===== src/rtl/wb_slave_interface.sv =====
// Wishbone classic slave fronting a local register bank.
// One WB cycle becomes one local reg_wr/reg_rd strobe. The cycle then
// ends with ack, or with err on a decode miss or a reg_ready timeout.
//
// state  | meaning
// -------+--------------------------------------------------------------
// S_IDLE | no access in flight; a req is accepted when no ack/err is showing
// S_WAIT | local strobe issued; waiting for reg_ready, a timeout or an abort
// S_ACK  | completion seen; wb_ack_o is registered high on the next edge
// S_ERR  | miss or timeout; wb_err_o is registered high on the next edge
module wb_slave_interface #(
  parameter logic [31:0] BASE_ADDR  = 32'h4000_0000,
  parameter int          ADDR_WIDTH = 8,
  parameter int          TIMEOUT    = 16
) (
  input  logic                  wb_clk,
  input  logic                  wb_rst_n,
  input  logic [31:0]           wb_adr_i,
  input  logic [31:0]           wb_dat_i,
  input  logic [3:0]            wb_sel_i,
  input  logic                  wb_we_i,
  input  logic                  wb_cyc_i,
  input  logic                  wb_stb_i,
  input  logic [2:0]            wb_cti_i,
  input  logic [1:0]            wb_bte_i,
  output logic [31:0]           wb_dat_o,
  output logic                  wb_ack_o,
  output logic                  wb_err_o,
  output logic                  wb_rty_o,
  output logic [ADDR_WIDTH-3:0] reg_addr,
  output logic [31:0]           reg_wdata,
  output logic [3:0]            reg_sel,
  output logic                  reg_wr,
  output logic                  reg_rd,
  input  logic [31:0]           reg_rdata,
  input  logic                  reg_ready
);

  typedef enum logic [1:0] {S_IDLE, S_WAIT, S_ACK, S_ERR} state_t;

  localparam logic [7:0] CNT_LAST = 8'(TIMEOUT - 1);

  state_t     state_q, state_d;
  logic [7:0] cnt_q;
  logic       we_q;
  logic       req, hit, accept;

  // Burst tags and byte-lane address bits carry no meaning for this slave.
  logic unused_inputs;
  assign unused_inputs = ^{wb_cti_i, wb_bte_i, wb_adr_i[1:0]};

  assign wb_rty_o = 1'b0;
  assign req      = wb_cyc_i & wb_stb_i;
  assign hit      = (wb_adr_i[31:ADDR_WIDTH] == BASE_ADDR[31:ADDR_WIDTH]);
  // While ack/err is showing the master still holds stb for that edge;
  // accepting it would start a phantom second access.
  assign accept   = (state_q == S_IDLE) & req & ~(wb_ack_o | wb_err_o);

  // State register.
  always_ff @(posedge wb_clk or negedge wb_rst_n) begin
    if (!wb_rst_n) state_q <= S_IDLE;
    else           state_q <= state_d;
  end

  // Next-state decode; abort beats ready, ready beats timeout.
  always_comb begin
    state_d = state_q;
    case (state_q)
      S_IDLE: if (accept) state_d = hit ? S_WAIT : S_ERR;
      S_WAIT: begin
        if (!wb_cyc_i)              state_d = S_IDLE;
        else if (reg_ready)         state_d = S_ACK;
        else if (cnt_q == CNT_LAST) state_d = S_ERR;
      end
      S_ACK:   state_d = S_IDLE;
      S_ERR:   state_d = S_IDLE;
      default: state_d = S_IDLE;
    endcase
  end

  // Local request capture, one-cycle strobes and the saturating wait counter.
  always_ff @(posedge wb_clk or negedge wb_rst_n) begin
    if (!wb_rst_n) begin
      reg_addr  <= '0;
      reg_wdata <= '0;
      reg_sel   <= '0;
      reg_wr    <= 1'b0;
      reg_rd    <= 1'b0;
      we_q      <= 1'b0;
      cnt_q     <= '0;
    end else begin
      reg_wr <= 1'b0;
      reg_rd <= 1'b0;
      if (accept && hit) begin
        reg_addr  <= wb_adr_i[ADDR_WIDTH-1:2];
        reg_wdata <= wb_dat_i;
        reg_sel   <= wb_sel_i;
        reg_wr    <= wb_we_i;
        reg_rd    <= ~wb_we_i;
        we_q      <= wb_we_i;
        cnt_q     <= '0;
      end else if (state_q == S_WAIT && cnt_q != CNT_LAST) begin
        cnt_q <= cnt_q + 8'd1;
      end
    end
  end

  // Registered bus responses; read data only moves on a completing read.
  always_ff @(posedge wb_clk or negedge wb_rst_n) begin
    if (!wb_rst_n) begin
      wb_ack_o <= 1'b0;
      wb_err_o <= 1'b0;
      wb_dat_o <= '0;
    end else begin
      wb_ack_o <= (state_q == S_ACK);
      wb_err_o <= (state_q == S_ERR);
      if (state_q == S_WAIT && wb_cyc_i && reg_ready && !we_q)
        wb_dat_o <= reg_rdata;
    end
  end

endmodule

===== config.mk =====
export PLATFORM = sky130hd
export DESIGN_NAME = wb_slave_interface
export DESIGN_NICKNAME = d
export VERILOG_FILES = /design/src/rtl/wb_slave_interface.sv
export SDC_FILE = /design/constraint.sdc
export NUM_CORES = 1
export LEC_CHECK = 0
export CAP_MARGIN = 20
export CORE_MARGIN = 2
export CORE_UTILIZATION = 32
export DETAILED_ROUTE_END_ITERATION = 10
export PLACE_DENSITY_LB_ADDON = 0.12
export SETUP_SLACK_MARGIN = 0.02
export SLEW_MARGIN = 20
export SYNTH_ARGS = -nofsm -noshare
export SYNTH_HDL_FRONTEND = slang
export SYNTH_SLANG_ARGS = --single-unit

===== constraint.sdc =====
create_clock -name wb_clk -period 2.1 [get_ports wb_clk]
set_input_delay 0.525 -clock wb_clk [delete_from_list [all_inputs] [get_ports wb_clk]]
set_output_delay 0.525 -clock wb_clk [all_outputs]
set_load 0.02 [all_outputs]

==> qor.txt, run 1 <==
====================================================================================================
Outcome ............................................................................... finished clean
Gp weighted congestion ................................................................       0.7116
Peak Freq .............................................................................    493.1 MHz
Number of routed nets with antenna violations .........................................            0
Leak Pwr ..............................................................................     2.703 nW
Crit path launch type .................................................................    input pin
Worst Skew ............................................................................   0.01323 ns
Clock latency of the later-clocked register in the worst-skew pair ....................      0.35 ns
Via count .............................................................................        2,629
Warnings from Yosys ...................................................................            0
Cell area after synthesis ............................................................. 0.003517 mm²
Number of standard-cell rows in the floorplan .........................................           38
Ant diodes ............................................................................            0
Chip Width ............................................................................     108.8 µm
Count of max-cap constraint violations ................................................            0
Layout Nets ...........................................................................          545
Setup slack after placement ...........................................................   -0.4332 ns
Number of synthesized register bits ...................................................           89
Worst setup path endpoint ............................................................. we_q$_DFFE_PN0P_
Critical R2R Launch ................................................................... state_q[1]$_DFFE_PN0P_
Routed Wire Length ....................................................................      8744 µm
Switch Pwr ............................................................................     1.590 mW
Pwr/cell area ......................................................................... 861.9 mW/mm²
Most numerous cell types in the synthesized netlist ................................... dfrtp_1 (89), mux2_2 (68), nor2_1 (11)
Boundary pin count ....................................................................          190
Number of levels in the clock H-tree ..................................................            3
Top cell type by total area after synthesis ...........................................      dfrtp_1
Number of instances in the synthesized netlist ........................................          232
EDFF count, synth .....................................................................            0
Via count of the first global-routing pass ............................................        2,765
Slew HR ...............................................................................       0.6243
Async S/R FF share, synth .............................................................        1.000
Number of sinks on the clock net ......................................................           89
Min-Delay Path Class ..................................................................     in2async
Dominant cell by count in the synthesized netlist .....................................      dfrtp_1
DIE HEIGHT ............................................................................     108.8 µm
Critical register-to-register path endpoint ........................................... we_q$_DFFE_PN0P_
Period minus WS final .................................................................     2.028 ns
Sequential-to-total area share from yosys stat ........................................       0.6332
Fill cell total of the finished layout ................................................          950
Share of the clock period used by the worst path ......................................       0.9657
Number of antenna violations at the first check in global routing .....................            0
Largest fanout on the critical path ...................................................            5
Setup slack of the critical path after layout .........................................   0.07202 ns
GRT Util Overall ......................................................................       0.1404
Synthesized netlist net count .........................................................          344
Register-to-Register Setup Slack ......................................................      0.25 ns
Count of cells along the worst register-to-register path ..............................            6
Crit path DAT .........................................................................      2.28 ns
Count of placed standard cells in the final layout, fillers left out ..................          578
Per-cell via count in the routed design ...............................................        4.548
Int Pwr ...............................................................................     3.522 mW
RSZ-0062 raised after global routing ..................................................        false
Iteration count of the initial detailed-routing pass ..................................            4
WP data required ......................................................................      2.35 ns
Mean area per synthesized cell ........................................................    15.16 µm²
Worst slew pin tran ...................................................................    0.5563 ns
Effective utilization at floorplan ....................................................       0.3259
Maximum number of pins on one net before global-route repair ..........................           40
Setup-violating endpoint count in the final report ....................................            0
CP startpoint ......................................................................... wb_adr_i[21]
Core area .............................................................................  0.01079 mm²
Initial DRC count .....................................................................           40
Comb pwr share ........................................................................        0.340
Worst voltage drop across the vdd grid ................................................    0.4819 mV
Clock tree from TritonCTS .............................................................        built
CTS Buf Count .........................................................................            9
Final hold violation count ............................................................            0
Maximum buffer depth of the clock tree ................................................            2
Type of the worst setup path ..........................................................       in2reg
DRC errors left .......................................................................            0
Post-cts hold buffer count ............................................................            0
Net switching fraction of the power ...................................................       0.3111
Proportion of netlist area held by the largest area contributor .......................       0.6332
First-pass GRT wire length ............................................................    12,900 µm
Clock root buffer master ..............................................................     clkbuf_8
Estimated wirelength of the detail-placed design ......................................      6063 µm
# placed instances ....................................................................          553
Dominant cells by area after synthesis ................................................ dfrtp_1 (63%), mux2_2 (22%), mux2_1 (2.2%)
Clock network fraction of design power ................................................        0.206
Remaining Overflow, GRT ...............................................................            0
Routed length per instance ............................................................     15.13 µm
Port-buffer cells .....................................................................          181
Signed area change from the synthesized netlist to the final layout ...................       68.66%
Sequential share of power .............................................................        0.454
Most used flip-flop cell after synthesis ..............................................      dfrtp_1
Share of final-layout standard cells stronger than drive strength 1 ...................       0.2489
Max Transition Viols Final ............................................................            0
DIE AREA ..............................................................................  0.01185 mm²
Critical Path Sink Type ...............................................................         flop
Synth unique cells ....................................................................           34
Clock-pin slew reported for the worst setup and hold paths after clock tree synthesis .      0.10 ns
====================================================================================================
[cell type report]
type                    instances  area [µm²]  area share
flip-flops and latches         89        2227      0.3754
repair buffers                200        2111      0.3558
multi-input cells             131        1240      0.2090
well taps                     140       175.2     0.02953
clock buffers                  10       127.6     0.02151
clock inverters                 6       43.79    0.007382
inverters                       2       7.507    0.001266
[cell families (layout without fill, tap and decap cells)]
family | after synthesis | after routing | share of synthesized area
other cells | 1 | 1 | 0.001066
compound gates | 8 | 8 | 0.01387
fa+ha+maj | 1 | 1 | 0.003557
simple gates | 41 | 41 | 0.06973
flops | 89 | 89 | 0.6332
xor+xnor | 4 | 4 | 0.009963
mux | 76 | 76 | 0.2430
buf+inv | 12 | 218 | 0.02561
[placed cells by master (no fill, tap or decap), types with 3 or more instances in the layout]
cell type        netlist  layout
dlymetal6s2s_1         0      15
a21oi_1                3       3
buf_6                  5       3
clkbuf_8               0       9
nor3_1                 3       3
nor4_2                 0       4
nand4_1                5       5
mux2_2                68      68
dfrtp_1               89      89
buf_12                 0       3
mux2_1                 7       7
buf_4                  1      10
nor2_1                11      11
clkdlybuf4s50_1        0     165
clkbuf_16              0       3
xor2_1                 3       3
[power groups by stage]
| stage | Clock (mW) | Sequential, mW | Combinational [mW] |
|---|---|---|---|
| after floorplan | 0 | 2.72 | 0.438 |
| after global placement | 0 | 2.35 | 1.74 |
| after detailed placement | 0 | 2.36 | 1.76 |
| after CTS | 1.10 | 2.33 | 1.76 |
| after global routing | 1.17 | 2.37 | 1.87 |
| final | 1.05 | 2.32 | 1.74 |
[timing repair]
| action | in CTS | in global routing |
|---|---|---|
| setup endpoints to repair | 43 | 43 |
| buffers inserted | 3 | 1 |
| hold endpoints to repair | 0 | 0 |
| cloned | 1 | 4 |
| pin swaps | 3 | 7 |
| resized for setup | 3 | 21 |
[state kept, by name, summed over array words and instances (netlist names)]
register / cells
reg_wdata: 32
we_q: 1
wb_dat_o: 32
wb_err_o: 1
reg_addr: 6
reg_sel: 4
reg_wr: 1
cnt_q: 8
reg_rd: 1
state_q: 2
wb_ack_o: 1
[critical path, stage by stage]
cell and delay (ns):
clkdlybuf4s50_1 0.41, nor4_2 0.15, nand4_1 0.21, nor3_4 0.29, buf_6 0.19, clkbuf_16 0.16
mux2_2 0.33
[per-layer routing]
layer  vias up  GRT usage  part of all wire
met3        13    0.05619             0.097
met1      1271     0.1711              0.43
met4         0    0.05586             0.016
met2       113     0.2228              0.46
met5         -          0                 0
li1       1232          -                 -
[worst min-delay path by stage]
stage	slack, ns	cells past startpoint	endpoint	start
detailed placement	0.48	1	reg_wdata[7]$_DFFE_PN0P_	reg_wdata[7]$_DFFE_PN0P_
finish	0.12	1	wb_dat_o[10]$_DFFE_PN0P_	wb_rst_n
global placement	0.47	1	reg_wdata[8]$_DFFE_PN0P_	reg_wdata[8]$_DFFE_PN0P_
global route	0.14	1	wb_dat_o[8]$_DFFE_PN0P_	wb_rst_n
floorplan	0.23	0	cnt_q[0]$_DFFE_PN0P_	wb_rst_n
CTS	0.13	1	wb_dat_o[10]$_DFFE_PN0P_	wb_rst_n
[metrics by stage]
stage / hold WS (ns) / power (mW) / setup TNS, ns / util / area, µm²
after floorplan: 0.2294 / 3.157 / 0 / - / 3517
after global placement: 0.4658 / 4.088 / -20.10 / 0.5125 / 5532
after detailed placement: 0.4781 / 4.121 / -19.14 / 0.5125 / 5532
after CTS: 0.1302 / 5.193 / 0 / 0.5342 / 5766
after global routing: 0.1386 / 5.414 / 0 / 0.5496 / 5932
final: 0.1151 / 5.113 / 0 / 0.5496 / 5932
Note: power is estimated with default switching activity, not from simulation.
==> inputs of run 2 (changes only) <==
--- a/config.mk
+++ b/config.mk
@@ -8,10 +8,10 @@
 export CAP_MARGIN = 20
 export CORE_MARGIN = 2
 export CORE_UTILIZATION = 32
+export CTS_BUF_LIST = sky130_fd_sc_hd__clkbuf_8
 export DETAILED_ROUTE_END_ITERATION = 10
 export PLACE_DENSITY_LB_ADDON = 0.12
 export SETUP_SLACK_MARGIN = 0.02
-export SLEW_MARGIN = 20
 export SYNTH_ARGS = -nofsm -noshare
 export SYNTH_HDL_FRONTEND = slang
 export SYNTH_SLANG_ARGS = --single-unit
==> run 2 against run 1 <==
Core utilization is the same. Worst setup slack worse by 0.0016 ns. Maximum frequency hardly changed. Global-route usage unchanged. Cell count unchanged. Non-clock buffer count unchanged. Clock skew about the same. Die area did not move. Combinational power hardly changed. Sequential power hardly changed. Largest cell class unchanged. Register-to-register slack hardly changed. Count of clock-buffer cells in the layout shrank 1.
==> qor.txt, run 2 (synthesis gave the netlist of run 1 again) <==
====================================================================================================
Outcome ............................................................................... finished clean
Total negative setup slack ............................................................         0 ns
Critical register-to-register path endpoint ........................................... reg_wdata[20]$_DFFE_PN0P_
Pwr/cell area ......................................................................... 861.2 mW/mm²
Clock latency of the later-clocked register in the worst-skew pair ....................      0.35 ns
Crit path launch type .................................................................    input pin
Cell with the largest stage delay on the worst path ................................... clkdlybuf4s50_1
Gp weighted congestion ................................................................       0.7116
Number of sinks on the clock net ......................................................           89
Count of cells along the worst register-to-register path ..............................            6
Setup slack after placement ...........................................................   -0.4332 ns
Count of max-cap constraint violations ................................................            0
CP startpoint ......................................................................... wb_adr_i[21]
Min-Delay Path Class ..................................................................     in2async
Max Transition Viols Final ............................................................            0
Slew HR ...............................................................................       0.6243
Ant diodes ............................................................................            0
Maximum number of pins on one net before global-route repair ..........................           40
CTS Buf Count .........................................................................            9
Crit path DAT .........................................................................      2.27 ns
CP Depth ..............................................................................            7
Total area of multi-input combinational cells ......................................... 0.001240 mm²
GRT Util Overall ......................................................................       0.1404
Share of the clock period used by the worst path ......................................       0.9664
Routed length per instance ............................................................     15.13 µm
Via count .............................................................................        2,632
DRC errors left .......................................................................            0
Number of antenna violations at the first check in global routing .....................            0
Per-cell via count in the routed design ...............................................        4.554
Worst setup path endpoint ............................................................. reg_wdata[20]$_DFFE_PN0P_
Effective utilization at floorplan ....................................................       0.3259
Post-route worst hold slack ...........................................................    0.1146 ns
Maximum buffer depth of the clock tree ................................................            2
Number of levels in the clock H-tree ..................................................            3
Period minus WS final .................................................................     2.030 ns
Leak Pwr ..............................................................................     2.707 nW
Register-to-Register Setup Slack ......................................................      0.24 ns
Routed Wire Length ....................................................................      8748 µm
Share of final-layout standard cells stronger than drive strength 1 ...................       0.2489
Worst slew pin tran ...................................................................    0.5563 ns
Port-buffer cells .....................................................................          181
Clock root buffer master ..............................................................     clkbuf_8
Worst Skew ............................................................................   0.01363 ns
WP data required ......................................................................      2.35 ns
Total buffers and inverters traversed by the critical path ............................            3
Ordered list of cells on the worst path ............................................... clkdlybuf4s50_1 > nor4_2 > nand4_1 > nor3_4 > buf_6 > clkbuf_16 > mux2_2
Critical Path Sink Type ...............................................................         flop
Setup slack of the critical path after layout .........................................   0.07046 ns
Iteration count of the initial detailed-routing pass ..................................            4
Remaining Overflow, GRT ...............................................................            0
Layout Nets ...........................................................................          545
Chip Width ............................................................................     108.8 µm
Signed area change from the synthesized netlist to the final layout ...................       68.66%
Worst voltage drop across the vdd grid ................................................    0.4819 mV
Number of routed nets with antenna violations .........................................            0
Fill cell total of the finished layout ................................................          950
Post-cts hold buffer count ............................................................            0
Via count of the first global-routing pass ............................................        2,765
Largest registers ..................................................................... reg_wdata (32), wb_dat_o (32), cnt_q (8)
Boundary pin count ....................................................................          190
Most common cell after layout, fill and taps aside .................................... clkdlybuf4s50_1
DIE HEIGHT ............................................................................     108.8 µm
Core area .............................................................................  0.01079 mm²
Setup-violating endpoint count in the final report ....................................            0
Peak Freq .............................................................................    492.7 MHz
Estimated wirelength of the detail-placed design ......................................      6063 µm
Clock tree from TritonCTS .............................................................        built
First-pass GRT wire length ............................................................    12,900 µm
Register area ......................................................................... 0.002227 mm²
Clock-pin slew reported for the worst setup and hold paths after clock tree synthesis .      0.10 ns
DIE AREA ..............................................................................  0.01185 mm²
Critical path's top delay family ...................................................... buffers and inverters
Number of standard-cell rows in the floorplan .........................................           38
Delay of the slowest critical-path stage ..............................................      0.41 ns
Type of the worst setup path ..........................................................       in2reg
Final hold violation count ............................................................            0
Overall Power .........................................................................     5.109 mW
RSZ-0062 raised after global routing ..................................................        false
Critical R2R Launch ................................................................... state_q[1]$_DFFE_PN0P_
Largest fanout on the critical path ...................................................            5
Initial DRC count .....................................................................           40
Highest-count cells in the layout ignoring fill and taps .............................. clkdlybuf4s50_1 (165), dfrtp_1 (89), mux2_2 (68)
Share of the core filled with cells ...................................................       0.5496
====================================================================================================
run 2: changes by cell type in the layout (fill, tap and decap cells not counted), sizes merged:
| cell | before | now |
|---|---|---|
| clkbuf | 13 | 12 |
| inv | 3 | 4 |
run 2: power breakdown:
| part | internal (mW) | total, mW | switching, mW | leakage [nW] |
|---|---|---|---|---|
| sequential | 2.09 | 2.32 | 0.228 | 1.16 |
| combinational | 0.993 | 1.74 | 0.745 | 1.45 |
| clock | 0.430 | 1.05 | 0.617 | 0.0908 |
| total | 3.52 | 5.11 | 1.59 | 2.71 |
run 2: stage by stage:
step	area (µm²)	cells
2_1_floorplan	3517	232
3_3_place_gp	5532	553
3_5_place_dp	5532	553
4_1_cts	5766	573
5_1_grt	5932	578
6_report	5932	578
run 2: worst min path at each step:
stage	slack, ns	depth (start not counted)	end
after global placement	0.47	1	reg_wdata[8]$_DFFE_PN0P_
after floorplan	0.23	0	cnt_q[0]$_DFFE_PN0P_
final	0.11	1	wb_dat_o[10]$_DFFE_PN0P_
after global routing	0.14	1	wb_dat_o[8]$_DFFE_PN0P_
after CTS	0.13	1	wb_dat_o[10]$_DFFE_PN0P_
after detailed placement	0.48	1	reg_wdata[7]$_DFFE_PN0P_
run 2: final cells by class:
class / instances / share of cell area
Clock inverter: 7 / 0.008015
Tap cell: 140 / 0.02953
Sequential cell: 89 / 0.3754
Inverter: 2 / 0.001266
Clock buffer: 9 / 0.02088
Multi-Input combinational cell: 131 / 0.2090
Timing Repair Buffer: 200 / 0.3558
run 2: what timing repair did:
| action | CTS | global route |
|---|---|---|
| gates resized for setup | 3 | 21 |
| gates cloned | 1 | 4 |
| pin swaps | 3 | 7 |
| setup endpoints to repair | 43 | 43 |
| setup buffers | 3 | 1 |
run 2: layer usage:
metal | global-route usage | vias to the layer above | routed length [µm]
met5 | 0 | - | 0
met4 | 0.05586 | 0 | 137
met3 | 0.05619 | 13 | 851
met2 | 0.2228 | 113 | 4019
met1 | 0.1711 | 1273 | 3739
li1 | - | 1233 | -
run 2: worst reg2reg max path, delay by kind of cell, from the launching register on:
family	cells	cell delay, ns
buffers and inverters	2	0.36
DFF	1	0.43
muxes	1	0.32
and+or+nand+nor	3	0.64
==> inputs of run 3 (changes only) <==
==> constraint.sdc (replaced) <==
create_clock -name wb_clk -period 2.1 [get_ports wb_clk]
set_input_delay 0.525 -clock wb_clk [delete_from_list [all_inputs] [get_ports wb_clk]]
set_output_delay 0.525 -clock wb_clk [all_outputs]
set_load 0.005 [all_outputs]
==> results of run 3 <==
Same layout as run 2 (identical final DEF). Status: finished clean.
Among the figures that moved: total power 5.109 mW -> 4.744 mW; worst IR drop on VDD 0.4819 mV -> 0.3872 mV
